**src/rtl/if_pkg.sv**
```systemverilog
// rtl/if_pkg.sv - shared types and constants for the instruction-fetch stage
package if_pkg;
   typedef enum logic [1:0] {FETCH, WAIT, HOLD, DISCARD} if_state_t;
   localparam logic [31:0] NOP_INSTR  = 32'h0;
   localparam int          OPCODE_MSB = 31;
   localparam int          OPCODE_LSB = 26;
   localparam int          JIDX_W     = 26;
endpackage

```
**src/rtl/if_stage_if.sv**
```systemverilog
// rtl/if_stage_if.sv - instruction-memory request/response bus
interface if_stage_if;
   logic        imem_req;
   logic [31:0] imem_addr;
   logic        imem_valid;
   logic [31:0] imem_rdata;

   modport master (output imem_req, output imem_addr, input imem_valid, input imem_rdata);
   modport slave  (input imem_req, input imem_addr, output imem_valid, output imem_rdata);
endinterface

```
**src/rtl/if_stage_pc_next_sel.sv**
```systemverilog
// rtl/if_stage_pc_next_sel.sv - redirect decision and next-pc selection
module pc_next_sel
   import if_pkg::*;
#(
   parameter int XLEN = 32
) (
   input  logic [XLEN-1:0]   pc,
   input  logic              stall_if,
   input  logic              branch_taken,
   input  logic [XLEN-1:0]   branch_target,
   input  logic              jump,
   input  logic              ifid_valid,
   input  logic [3:0]        pc4_hi,
   input  logic [JIDX_W-1:0] jidx,
   output logic [XLEN-1:0]   pc_plus4,
   output logic [XLEN-1:0]   pc_next,
   output logic              redir
);
   // Branch is from the older instruction, so it beats a jump sitting in IF/ID.
   always_comb begin
      pc_plus4 = pc + XLEN'(4);
      redir    = branch_taken | (jump & ifid_valid & ~stall_if);
      if (branch_taken)
         pc_next = branch_target & ~XLEN'(3);
      else if (redir)
         pc_next = {pc4_hi, jidx, 2'b00};
      else
         pc_next = pc_plus4;
   end
endmodule

```
**src/rtl/if_stage.sv**
```systemverilog
// rtl/if_stage.sv - MIPS fetch stage: pc, imem requests, IF/ID register
module if_stage
   import if_pkg::*;
#(
   parameter logic [31:0] RESET_PC = 32'h0000_0000,
   parameter int          XLEN     = 32
) (
   input  logic            clk,
   input  logic            rst_n,
   input  logic            stall_if,
   input  logic            branch_taken,
   input  logic [XLEN-1:0] branch_target,
   input  logic            jump,
   if_stage_if.master      imem,
   output logic [XLEN-1:0] ifid_instr,
   output logic [XLEN-1:0] ifid_pc4,
   output logic            ifid_valid,
   output logic [5:0]      opcode
);
   if_state_t       state_q, state_d;
   logic [XLEN-1:0] pc_q, pc_d, hold_q, hold_d;
   logic [XLEN-1:0] instr_d, pc4_d;
   logic            valid_d;
   logic [XLEN-1:0] pc_plus4, pc_next;
   logic            redir;

   pc_next_sel #(.XLEN(XLEN)) u_sel (
      .pc            (pc_q),
      .stall_if      (stall_if),
      .branch_taken  (branch_taken),
      .branch_target (branch_target),
      .jump          (jump),
      .ifid_valid    (ifid_valid),
      .pc4_hi        (ifid_pc4[31:28]),
      .jidx          (ifid_instr[JIDX_W-1:0]),
      .pc_plus4      (pc_plus4),
      .pc_next       (pc_next),
      .redir         (redir)
   );

   assign opcode = ifid_instr[OPCODE_MSB:OPCODE_LSB];

   always_ff @(posedge clk or negedge rst_n) begin
      if (!rst_n) begin
         state_q    <= FETCH;
         pc_q       <= RESET_PC;
         hold_q     <= '0;
         ifid_instr <= NOP_INSTR;
         ifid_pc4   <= '0;
         ifid_valid <= 1'b0;
      end else begin
         state_q    <= state_d;
         pc_q       <= pc_d;
         hold_q     <= hold_d;
         ifid_instr <= instr_d;
         ifid_pc4   <= pc4_d;
         ifid_valid <= valid_d;
      end
   end

   always_comb begin
      state_d        = state_q;
      pc_d           = pc_q;
      hold_d         = hold_q;
      instr_d        = ifid_instr;
      pc4_d          = ifid_pc4;
      valid_d        = ifid_valid;
      imem.imem_req  = 1'b0;
      imem.imem_addr = pc_q;
      // Unless overwritten by a load below, an unstalled or flushed IF/ID becomes a bubble.
      if (redir || !stall_if) begin
         valid_d = 1'b0;
         instr_d = NOP_INSTR;
      end
      case (state_q)
         FETCH: begin
            imem.imem_req = 1'b1;
            if (redir) begin
               pc_d    = pc_next;
               state_d = DISCARD;
            end else begin
               state_d = WAIT;
            end
         end
         WAIT: begin
            if (imem.imem_valid) begin
               if (redir) begin
                  pc_d    = pc_next;
                  state_d = FETCH;
               end else if (stall_if) begin
                  hold_d  = imem.imem_rdata;
                  state_d = HOLD;
               end else begin
                  instr_d        = imem.imem_rdata;
                  pc4_d          = pc_plus4;
                  valid_d        = 1'b1;
                  imem.imem_req  = 1'b1;
                  imem.imem_addr = pc_plus4;
                  pc_d           = pc_plus4;
               end
            end else if (redir) begin
               pc_d    = pc_next;
               state_d = DISCARD;
            end
         end
         HOLD: begin
            if (redir) begin
               pc_d    = pc_next;
               state_d = FETCH;
            end else if (!stall_if) begin
               instr_d = hold_q;
               pc4_d   = pc_plus4;
               valid_d = 1'b1;
               pc_d    = pc_plus4;
               state_d = FETCH;
            end
         end
         DISCARD: begin
            if (redir)
               pc_d = pc_next;
            if (imem.imem_valid)
               state_d = FETCH;
         end
         default: state_d = FETCH;
      endcase
   end
endmodule

```
**src/flat_wrapper.sv**
```systemverilog
// flat-port wrapper written by rule: the top's interface ports become plain ports
module if_stage_flat import if_pkg::*;
#(
   parameter logic [31:0] RESET_PC = 32'h0000_0000,
   parameter int          XLEN     = 32
)
  (clk, rst_n, stall_if, branch_taken, branch_target, jump, ifid_instr, ifid_pc4, ifid_valid, opcode, imem_imem_req, imem_imem_addr, imem_imem_valid, imem_imem_rdata);
  if_stage_if imem_i ();
  input  logic clk;
  input  logic rst_n;
  input  logic stall_if;
  input  logic branch_taken;
  input  logic [XLEN-1:0] branch_target;
  input  logic jump;
  output logic [XLEN-1:0] ifid_instr;
  output logic [XLEN-1:0] ifid_pc4;
  output logic ifid_valid;
  output logic [5:0] opcode;
  output wire logic [$bits(imem_i.imem_req)-1:0] imem_imem_req;
  output wire logic [$bits(imem_i.imem_addr)-1:0] imem_imem_addr;
  input wire logic [$bits(imem_i.imem_valid)-1:0] imem_imem_valid;
  input wire logic [$bits(imem_i.imem_rdata)-1:0] imem_imem_rdata;
  assign imem_imem_req = imem_i.imem_req;
  assign imem_imem_addr = imem_i.imem_addr;
  assign imem_i.imem_valid = imem_imem_valid;
  assign imem_i.imem_rdata = imem_imem_rdata;
  if_stage #(.RESET_PC(RESET_PC), .XLEN(XLEN)) u_core (.clk(clk), .rst_n(rst_n), .stall_if(stall_if), .branch_taken(branch_taken), .branch_target(branch_target), .jump(jump), .imem(imem_i), .ifid_instr(ifid_instr), .ifid_pc4(ifid_pc4), .ifid_valid(ifid_valid), .opcode(opcode));
endmodule
```
**config.mk**
```make
export PLATFORM = sky130hd
export DESIGN_NAME = if_stage_flat
export DESIGN_NICKNAME = d
export VERILOG_FILES = /design/src/rtl/if_pkg.sv /design/src/rtl/if_stage_if.sv /design/src/rtl/if_stage_pc_next_sel.sv /design/src/rtl/if_stage.sv /design/src/flat_wrapper.sv
export SDC_FILE = /design/constraint.sdc
export NUM_CORES = 1
export LEC_CHECK = 0
export BUFFER_PORTS_ARGS = -buffer_cell sky130_fd_sc_hd__clkbuf_2
export CORE_UTILIZATION = 40
export DETAILED_ROUTE_END_ITERATION = 7
export PLACE_DENSITY_LB_ADDON = 0.05
export SLEW_MARGIN = 30
export SYNTH_ARGS = -nofsm -noshare
export SYNTH_HDL_FRONTEND = slang
export SYNTH_HIERARCHICAL = 1
export SYNTH_SLANG_ARGS = --single-unit
export TNS_END_PERCENT = 30
```
**constraint.sdc**
```tcl
create_clock -name clk -period 3.11 [get_ports clk]
set_input_delay 0.4665 -clock clk [delete_from_list [all_inputs] [get_ports clk]]
set_output_delay 0.4665 -clock clk [all_outputs]
set_load 0.005 [all_outputs]
```
# Word level (Yosys, flattened, before mapping)
# Cells that the tools add are included.
# op_classes
addsub,1
n_eq_ne,8
mux,38
bitwise_logic,5
n_reduce_logical,8
# op_table
operator,n
$mux 32,17
$pmux 32 s2,2
$pmux 32 s3,1
$add 32x3->32 const B,1
$mux 2,8
$ne 3x2->1 const B,3
$pmux 2 s4,1
$reduce_and 4->1,2
$mux 1,7
$eq 2x2->1 const B,2
$ne 2x2->1 const B,2
$pmux 1 s2,2
$and 1x1->1,2
$eq 2x1->1 const B,1
$logic_not 2->1,1
$not 1->1,2
$reduce_and 2->1,1
$reduce_bool 2->1,1
$reduce_or 2->1,1
$logic_not 1->1,1
$logic_or 1x1->1,1
$or 1x1->1,1
# totals
register_bits,131
in_bits,70
output_inout_bits,104
wordCells,66

# Depth between registers and ports, before layout
# Gate-level depths: netlist of the first run.
# depth
ltp_word,9
mapped_depth,12
mapped_depth_nobuf,9

# Hierarchy
# The synthesis of the first run kept the hierarchy.
# modules_own_cells
module,n_inst,cells_per_inst,area_each_um2
if_stage,1,527,6567.5
pc_next_sel,1,216,1376.3

# Worst setup path after synthesis of the first run
# No wires, ideal clock.
# synth_path
path_kind,register to output
from,register u_core.pc_q[5]
to,output port imem_imem_addr[19]
arrival_time_ns,2.239
required_ns,2.643
slack_ns,0.404
path_stages_with_launch,7
n_path_buf,1
cell_sequence,dfrtp_1 nand3_4 or4_4 buf_6 o31a_2 or2_2 mux2_2
# synth_between
elab_chain_cells,5
# synth_rtl
item,line,rtl
start: declaration,if_stage.sv:21,"logic [XLEN-1:0] pc_q, pc_d, hold_q, hold_d;"
start signal: assignment,if_stage.sv:53,pc_q <= pc_d;
$add 32x3->32,if_stage_pc_next_sel.sv:21,pc_plus4 = pc + XLEN'(4);
net u_core.pc_plus4[19],if_stage.sv:24,"logic [XLEN-1:0] pc_plus4, pc_next;"
$mux 32,n/a,
$mux 32,if_stage.sv:87,if (redir) begin
$mux 32,if_stage.sv:86,if (imem.imem_valid) begin
$mux 32,if_stage.sv:75,case (state_q)
end: declaration,flat_wrapper.sv:20,output wire logic [$bits(imem_i.imem_addr)-1:0] imem_imem_addr;
# The timed path passes the listed nets, and every way through them passes these cells.

# Worst setup path after layout of the first run
# layout_path
from,register u_core.pc_q[14]
to,output port imem_imem_addr[25]
# The elaborated chain is that of the path after synthesis.

==> run summary, run 1 <==
The share of the synthesized area in compound gates (AO/OA/AOI/OAI) is 16.87%. In this run the worst setup path begins at u_core/pc_q[14]. The clock passes through at most 2 buffers. The synthesized netlist occupies a cell area of 0.007944 mm^2. The part of the cycle the worst path needs came out at 100.2%.

The die covers 0.02043 mm^2. Clock latency on the worst-skew pair, taken at its later pin, is 0.42 ns. At the end of the flow, the number of nets in the layout was 994.

Synthesis handed over a netlist of 743 instances. The xor/xnor share of the synthesized area came out at around 2.5%. In this run the worst path has a maximum fanout of 7.

The required time at the worst-slack endpoint is 2.64 ns. In this run the tool buffered the top-level ports with 171 buffer cells. Static timing analysis puts the maximum clock frequency at 0.3209 GHz.

The fill cell instance count of the final layout came out at 1861. The total of endpoints with negative setup slack in the final report came out at 1. The wire length of the first global-routing pass is 37520 um.

The async set or reset register ratio after synthesis is 100.0%. The floorplan row count is between 50 and 60. The detailed-route DRC error count came out at 0.

The transition time of the tightest slew-check pin came out at 0.8880 ns. The number of endpoints with negative hold slack in the final report came to 0. Dividing total power by cell area gives a power density of 845.2 mW/mm^2. Summing all flip-flop and latch instances after layout gives 0.003288 mm^2. The CTS buffer count is 17. The number of enable-type register cells in the synthesized netlist is 0. The pin count of the biggest net entering global routing came out at 93. The number of pins exceeding their max-slew limit in the final report is 0.

Of the post-synthesis cell area, the part taken by muxes is 23.20%. The post-layout minimum cycle time came out at 3.116 ns. Across all setup checks in the final design, the least slack found is -0.006097 ns. The clock transition at the register clock pins on the worst setup and hold paths after CTS came out at 0.06 ns.

The detailed-route wire length came out at between 20000 and 25000 um. The maximum vdd drop came out at 440.8 uV. The total iterations of the first detailed-routing run is 5. Between clock sinks in the finished design, the worst skew comes to 0.009398 ns. The worst setup slack after placement is 0.1745 ns. The average instance area after synthesis is around 11 um^2. By area, the combinational part of the netlist is dominated by multiplexers. The synthesis warning total is 6. The checks that failed: negative setup slack. The total nets after synthesis is 818.

The via count of the first global-routing pass came out at a little under 7000. The global-route usage over all layers came out at between 20% and 30%. sky130_fd_sc_hd__dfrtp_1 takes more of the synthesized area than any other cell. The half-perimeter wire length of the detailed placement result came out at 16130 um. 0 antenna diodes ended up in the layout. The area of combinational cells with multiple inputs is 0.004340 mm^2. The post-synthesis share of cell area spent on and, or, nand and nor gates is 9.671%.

By area the synthesized netlist is led by sky130_fd_sc_hd__dfrtp_1 (41%), sky130_fd_sc_hd__mux2i_1 (9.5%), sky130_fd_sc_hd__mux2_2 (9.4%). The layout cell share with drive strength beyond 1 is roughly two fifths. The detailed router finished its first iteration with 379 violations. The count of vias placed by the detailed router came out at 6727. The post-place instance area is 0.009020 mm^2. The y dimension of the die is 142.9 um. The core region is 0.01946 mm^2.

The min-delay analysis places its worst path in the category input port to asynchronous set/reset pin. The critical path is of the register to output port type. The startpoint class of the critical path is a register. Max-cap violations in this run came to 0.

The cell leakage power came out at 4.808 nW. TritonCTS built the clock tree. The initial antenna violation count is 0. Using the TritonRoute via totals, the vias-per-cell ratio works out to approximately 5.6. At the end of routability-driven placement, the weighted congestion stood at 0.8446.

The layout overhead on the synthesized area is 24.52%. In this run the critical register-to-register path is launched from u_core/pc_q[14]. The post-synthesis sequential area ratio is 41.27%. The fraction of post-synthesis cell area in the top cell type by area is roughly two fifths.

The die outline width came out at 142.9 um. Data arrives at the worst endpoint at about 2.7 ns. In this run the clock root is driven by a sky130_fd_sc_hd__clkbuf_16.

For this configuration, the core starts out at a cell density of 40.82%. The worst setup path is captured at an output port. The H-tree depth reported by CTS is 4. The most used flip-flop cell after synthesis is sky130_fd_sc_hd__dfrtp_1.

Headroom to the max-slew limit came out at 40.80%. The count of nets left with antenna violations after detail routing came out at 0. The average wire per standard cell came out at roughly 20 um. The flop and latch count out of synthesis is 131. Once layout is done, the placed cells without fillers occupy 0.009892 mm^2. The clock net sink count came out at 131. Setup repair after global routing could not meet its margin everywhere. The count of boundary I/O pins came out at approximately 170. The sum of overflow across all layers after global routing is 0. Buffers inserted to repair hold after CTS numbered 0.

The run finished, with violations left. The count of unique library cells instantiated by Yosys is 59. After Yosys synthesis, full adders, half adders and majority gates account for 0.7875% of the synthesized area.
## worst max-delay path, cell delays in order, from the launching register on
cell and delay [ns]:
sky130_fd_sc_hd__dfrtp_2 0.42, sky130_fd_sc_hd__nand3_4 0.09, sky130_fd_sc_hd__or4_4 0.62, sky130_fd_sc_hd__buf_8 0.18
sky130_fd_sc_hd__nor4_2 0.28, sky130_fd_sc_hd__xor2_1 0.31, sky130_fd_sc_hd__mux2_4 0.21, sky130_fd_sc_hd__clkbuf_2 0.10
## cell type report
class / instances / area share (%)
Sequential cell: 131 / 33.24
Timing Repair Buffer: 227 / 13.09
Clock buffer: 19 / 4.478
Inverter: 12 / 0.4554
Clock inverter: 13 / 1.505
Tap cell: 265 / 3.352
Multi-Input combinational cell: 530 / 43.88
## cells in the mapped netlist (17+ instances only)
library cell,instances
sky130_fd_sc_hd__mux2_2,66
sky130_fd_sc_hd__mux2i_1,75
sky130_fd_sc_hd__o21ai_0,49
sky130_fd_sc_hd__buf_2,24
sky130_fd_sc_hd__clkbuf_1,22
sky130_fd_sc_hd__nor4_1,17
sky130_fd_sc_hd__xor2_1,18
sky130_fd_sc_hd__nand2_1,49
sky130_fd_sc_hd__mux2_1,31
sky130_fd_sc_hd__dfrtp_1,131
sky130_fd_sc_hd__a22oi_1,31
sky130_fd_sc_hd__o2bb2ai_1,26
sky130_fd_sc_hd__nor2_1,24
sky130_fd_sc_hd__a22o_1,27
## registers in the layout, summed over array words and instances (netlist names)
signal             flops
u_core/state_q         2
u_core/pc_q           32
u_core/ifid_instr     32
u_core/ifid_pc4       32
u_core/ifid_valid      1
u_core/hold_q         32
## logic make-up (layout without fill, tap and decap cells)
kind of cell | Yosys count | in the layout
AO/OA/AOI/OAI | 187 | 187
XOR/XNOR | 23 | 23
adder cells (fa/ha/maj) | 5 | 5
buffers and inverters | 82 | 271
flip-flops | 131 | 131
multiplexers | 172 | 172
AND/OR/NAND/NOR | 143 | 143
## where the power goes
group | internal [mW] | switching (mW)
sequential | 2.31 | 0.503
combinational | 1.63 | 1.89
clock | 1.21 | 0.820
total | 5.15 | 3.21
## layout by cell type (no fill, tap or decap), types with 4 or more instances in the layout
| cell type | count |
|---|---|
| sky130_fd_sc_hd__dfrtp_1 | 123 |
| sky130_fd_sc_hd__mux2_1 | 31 |
| sky130_fd_sc_hd__a31oi_1 | 6 |
| sky130_fd_sc_hd__nor4_1 | 11 |
| sky130_fd_sc_hd__ha_1 | 5 |
| sky130_fd_sc_hd__nand3_1 | 8 |
| sky130_fd_sc_hd__xor2_1 | 18 |
| sky130_fd_sc_hd__nor3_1 | 5 |
| sky130_fd_sc_hd__mux2_2 | 63 |
| sky130_fd_sc_hd__clkbuf_2 | 169 |
| sky130_fd_sc_hd__inv_1 | 12 |
| sky130_fd_sc_hd__nor4_2 | 4 |
| sky130_fd_sc_hd__inv_6 | 5 |
| sky130_fd_sc_hd__nor2_1 | 24 |
| sky130_fd_sc_hd__o21ai_0 | 49 |
| sky130_fd_sc_hd__a21oi_1 | 11 |
| sky130_fd_sc_hd__o21ai_1 | 4 |
| sky130_fd_sc_hd__buf_4 | 56 |
| sky130_fd_sc_hd__nand4_1 | 9 |
| sky130_fd_sc_hd__mux2i_1 | 75 |
| sky130_fd_sc_hd__nand2_1 | 49 |
| sky130_fd_sc_hd__a221o_1 | 9 |
| sky130_fd_sc_hd__a22oi_1 | 31 |
| sky130_fd_sc_hd__clkbuf_16 | 17 |
| sky130_fd_sc_hd__a22o_1 | 27 |
| sky130_fd_sc_hd__o2bb2ai_1 | 26 |
| sky130_fd_sc_hd__a32oi_1 | 5 |
| sky130_fd_sc_hd__o22ai_1 | 5 |
| sky130_fd_sc_hd__dfrtp_2 | 8 |
## per-stage QoR
| stage | cells | total power, mW | setup TNS [ns] | hold WS (ns) | util, % |
|---|---|---|---|---|---|
| floorplan | 743 | 4.824 | 0 | 0.1709 | - |
| global placement | 1146 | 6.014 | 0 | 0.4723 | 46.34 |
| detailed placement | 1146 | 6.123 | 0 | 0.4803 | 46.35 |
| CTS | 1182 | 8.251 | -0.2256 | 0.1711 | 49.77 |
| global route | 1197 | 8.924 | -0.4799 | 0.1499 | 50.83 |
| finish | 1197 | 8.360 | -0.006097 | 0.07868 | 50.83 |
## worst paths after layout
kind                                       end  slack (ns)  cells past startpoint
max                         imem_imem_addr[25]      -0.006                      7
min                        u_core/ifid_pc4[28]        0.08                      1
max reg2reg                    u_core/pc_q[28]        0.49                      9
min reg2reg                  u_core/hold_q[29]        0.49                      1
max in group asynchronous      u_core/pc_q[16]        2.11                      2
min in group clk             u_core/hold_q[11]        0.27                      2
## routing by layer
layer	share of wire (%)	track usage (%)	vias to the layer above
li1	-	-	3145
met1	45	32.22	3343
met2	49	39.08	216
met3	5.2	4.527	23
met4	1.6	8.432	0
met5	0	0	-
## what timing repair did
action,CTS,global route
setup buffers,4,15
pin swaps,5,7
endpoints found under the hold margin,0,0
endpoints found under the setup margin,11,13
resized for setup,13,18
No activity file was read; power rests on OpenSTA's default activity.
==> run 2: changes to the inputs <==
--- a/config.mk
+++ b/config.mk
@@ -9,6 +9,7 @@
 export CORE_UTILIZATION = 40
 export DETAILED_ROUTE_END_ITERATION = 7
 export PLACE_DENSITY_LB_ADDON = 0.05
+export RECOVER_POWER = 25
 export SLEW_MARGIN = 30
 export SYNTH_ARGS = -nofsm -noshare
 export SYNTH_HDL_FRONTEND = slang
==> run 2 against run 1 <==
Non-clock buffer count stayed put. Core utilization hardly changed. Critical endpoint unchanged. Routed wire length about the same. First-iteration DRC count is the same. Die area unchanged. The run ends with max-capacitance violations, max-slew violations, negative setup slack left. Register-to-register slack is essentially flat. Critical path depth is the same.
==> run summary, run 2 (synthesis results as in run 1) <==
Status: finished, violations left (unchanged). Failing checks: max-capacitance violations, max-slew violations, negative setup slack (was negative setup slack). The worst-case hold slack is 0.2708 ns (was 0.07868 ns). The depth of the worst register-to-register path is 9 (unchanged). The critical path class is register to output port (unchanged). The average via count per standard cell came to 5.618 (was 5.620). The fill cell instance count of the final layout came to 1861 (unchanged). The slack of the worst reg-to-reg path is 0.49 ns (about the same). The transition time of the tightest slew-check pin came out at 2.450 ns (was 0.8880 ns). The wire length of the first global-routing pass came out at 37520 um (unchanged). The required time at the worst-slack endpoint came out at 2.64 ns (about the same). The TritonCTS clock tree is done (unchanged).

The clock transition at the register clock pins on the worst setup and hold paths after CTS came out at 0.06 ns (about the same). The net count reported at finish is 994 (unchanged). The data arrival time of the critical path came out at 2.65 ns (about the same).

The headroom to the max-slew limit is -63.36% (was 40.80%). The global-route usage over all layers is 24.16% (unchanged). The count of buffers from port buffering is 171 (unchanged). The initial antenna violation count came out at 0 (unchanged). The clock net sink count is 131 (unchanged). The antenna cell count came out at 0 (unchanged).

The half-perimeter wire length of the detailed placement result came out at 16130 um (unchanged). The post-place instance area came out at 0.009020 mm^2 (unchanged). The starting density of the core came out at 40.82% (unchanged). The global placer's final weighted congestion came to 0.8446 (unchanged). The floorplan row count is 51 (unchanged).

The layout overhead on the synthesized area is 24.41% (was 24.52%). The maximum root-to-sink buffer count is 2 (unchanged). The total of endpoints with negative setup slack in the final report was 1 (unchanged). The setup slack after layout is -0.006084 ns (was -0.006097 ns). The final core area utilization was 50.78% (was 50.83%). The total power came out at 8.361 mW (was 8.360 mW).

The most frequent standard cell in the layout excluding fill and tap cells is sky130_fd_sc_hd__clkbuf_2 (unchanged). The path with the worst hold slack has its endpoint at u_core/hold_q[11]. The post-layout minimum cycle time came out at 3.116 ns (about the same). The number of pins exceeding their max-slew limit in the final report was 93 (was 0).

The CTS buffer count came out at 17 (unchanged). The sum of overflow across all layers after global routing came out at 0 (unchanged). The total of max-cap violations came out at 1 (was 0). The maximum vdd drop was 441.2 uV (was 440.8 uV).

The detailed-route wire length is 23700 um (about the same). RSZ-0062 raised after global routing: yes (unchanged). The worst hold path cell count came out at 2. The startpoint of the tightest hold check path is imem_imem_rdata[11]. The starting DRC count in detailed routing is 379 (unchanged).

The average wire per standard cell is 19.80 um (about the same). The H-tree depth reported by CTS came out at 4 (unchanged). The cell leakage power came out at 4.805 nW (was 4.808 nW). The overall die area came out at 0.02043 mm^2 (unchanged). The power density over cell area is 845.9 mW/mm^2 (was 845.2 mW/mm^2). The insertion delay of the later-clocked pin in the worst-skew pair came out at 0.42 ns (about the same). The startpoint class of the critical path was a register (unchanged).

The area of the core is 0.01946 mm^2 (unchanged). The y dimension of the die is 142.9 um (unchanged). The endpoint of the worst-slack reg-to-reg timing path was u_core/pc_q[28] (unchanged). The clock root buffer is sky130_fd_sc_hd__clkbuf_16 (unchanged). The via count of the first global-routing pass came to 6773 (unchanged).

The total iterations of the first detailed-routing run came out at 5 (unchanged). The kind of end point of the critical path was an output port (unchanged). The part of the cycle the worst path needs is 100.2% (about the same). The count of boundary I/O pins is 174 (unchanged). The layout cell share with drive strength beyond 1 came out at 39.27% (unchanged).

The highest clock rate is 0.3209 GHz (about the same). The highest net fanout along the worst path is 7 (unchanged). The worst setup skew after layout is 0.009387 ns (was 0.009398 ns). The worst min-delay path class is input port to register (was input port to asynchronous set/reset pin).

The critical register-to-register path startpoint is u_core/pc_q[14] (unchanged). The count of nets left with antenna violations after detail routing came to 0 (unchanged). The finished layout cell area came to 0.009883 mm^2 (was 0.009892 mm^2). The number of endpoints with negative hold slack in the final report is 0 (unchanged).

The pin count of the biggest net entering global routing was 93 (unchanged). The count of vias placed by the detailed router was 6725 (was 6727). Commonest non-fill, non-tap cells in the layout: sky130_fd_sc_hd__clkbuf_2 (170), sky130_fd_sc_hd__dfrtp_1 (123), sky130_fd_sc_hd__mux2i_1 (75), sky130_fd_sc_hd__mux2_2 (63), sky130_fd_sc_hd__buf_4 (56) (was sky130_fd_sc_hd__clkbuf_2 (169), sky130_fd_sc_hd__dfrtp_1 (123), sky130_fd_sc_hd__mux2i_1 (75), sky130_fd_sc_hd__mux2_2 (63), sky130_fd_sc_hd__buf_4 (56)). The detailed-route DRC error count was 0 (unchanged). The die outline width is 142.9 um (unchanged).
[run 2: changes by cell type in the layout (fill, tap and decap cells not counted)]
cell                       delta
sky130_fd_sc_hd__clkbuf_2     +1
sky130_fd_sc_hd__clkbuf_8     -1
[run 2: worst max-delay path by stage]
stage	slack [ns]	cells past startpoint	startpoint	to
5_1_grt	-0.09	7	u_core/pc_q[14]	imem_imem_addr[24]
4_1_cts	-0.08	7	u_core/pc_q[15]	imem_imem_addr[26]
2_1_floorplan	0.40	6	u_core/pc_q[5]	imem_imem_addr[19]
3_3_place_gp	0.23	7	u_core/pc_q[7]	imem_imem_addr[30]
3_5_place_dp	0.17	7	u_core/pc_q[7]	imem_imem_addr[30]
6_report	-0.006	7	u_core/pc_q[14]	imem_imem_addr[25]
[run 2: where the power goes]
| part | internal [mW] | leakage, nW | total (mW) | switching, mW |
|---|---|---|---|---|
| registers | 2.31 | 1.70 | 2.81 | 0.503 |
| logic | 1.63 | 2.82 | 3.51 | 1.89 |
| clock network | 1.21 | 0.281 | 2.03 | 0.820 |
| total | 5.15 | 4.81 | 8.36 | 3.21 |
[run 2: routing by layer]
layer | up-vias | global-route usage, % | wire length, um
met5 | - | 0 | 0
met4 | 0 | 8.432 | 382
met3 | 23 | 4.527 | 1240
met2 | 216 | 39.08 | 11480
met1 | 3341 | 32.22 | 10600
li1 | 3145 | - | -
[run 2: worst max-delay path, cell delays in order (launching register included)]
cell and delay, ns:
sky130_fd_sc_hd__dfrtp_2 0.42, sky130_fd_sc_hd__nand3_4 0.09, sky130_fd_sc_hd__or4_4 0.62, sky130_fd_sc_hd__buf_8 0.18, sky130_fd_sc_hd__nor4_2 0.28, sky130_fd_sc_hd__xor2_1 0.31
sky130_fd_sc_hd__mux2_4 0.21, sky130_fd_sc_hd__clkbuf_2 0.10
[run 2: per-stage QoR]
stage	TNS (ns)	cells	setup WS [ns]
floorplan	0	743	0.4044
global placement	0	1146	0.2338
detailed placement	0	1146	0.1745
CTS	-0.2256	1182	-0.07852
global route	-0.4799	1197	-0.08571
finish	-0.006084	1197	-0.006084
[run 2: what timing repair did]
item | 4_1_cts | 5_1_grt
cloned | 0 | 0
pin swaps | 5 | 7
setup buffers | 4 | 15
gates resized for setup | 13 | 18
endpoints found under the hold margin | 0 | 0
endpoints found under the setup margin | 11 | 13
hold buffers | 0 | 0
[run 2: layout make-up]
cell class | count | area [um^2] | share of cell area (%)
Sequential cell | 131 | 3288 | 33.27
Multi-Input combinational cell | 530 | 4340 | 43.92
Clock buffer | 19 | 442.9 | 4.482
Timing Repair Buffer | 227 | 1286 | 13.01
Clock inverter | 13 | 148.9 | 1.507
Inverter | 12 | 45.04 | 0.4558
Tap cell | 265 | 331.6 | 3.355
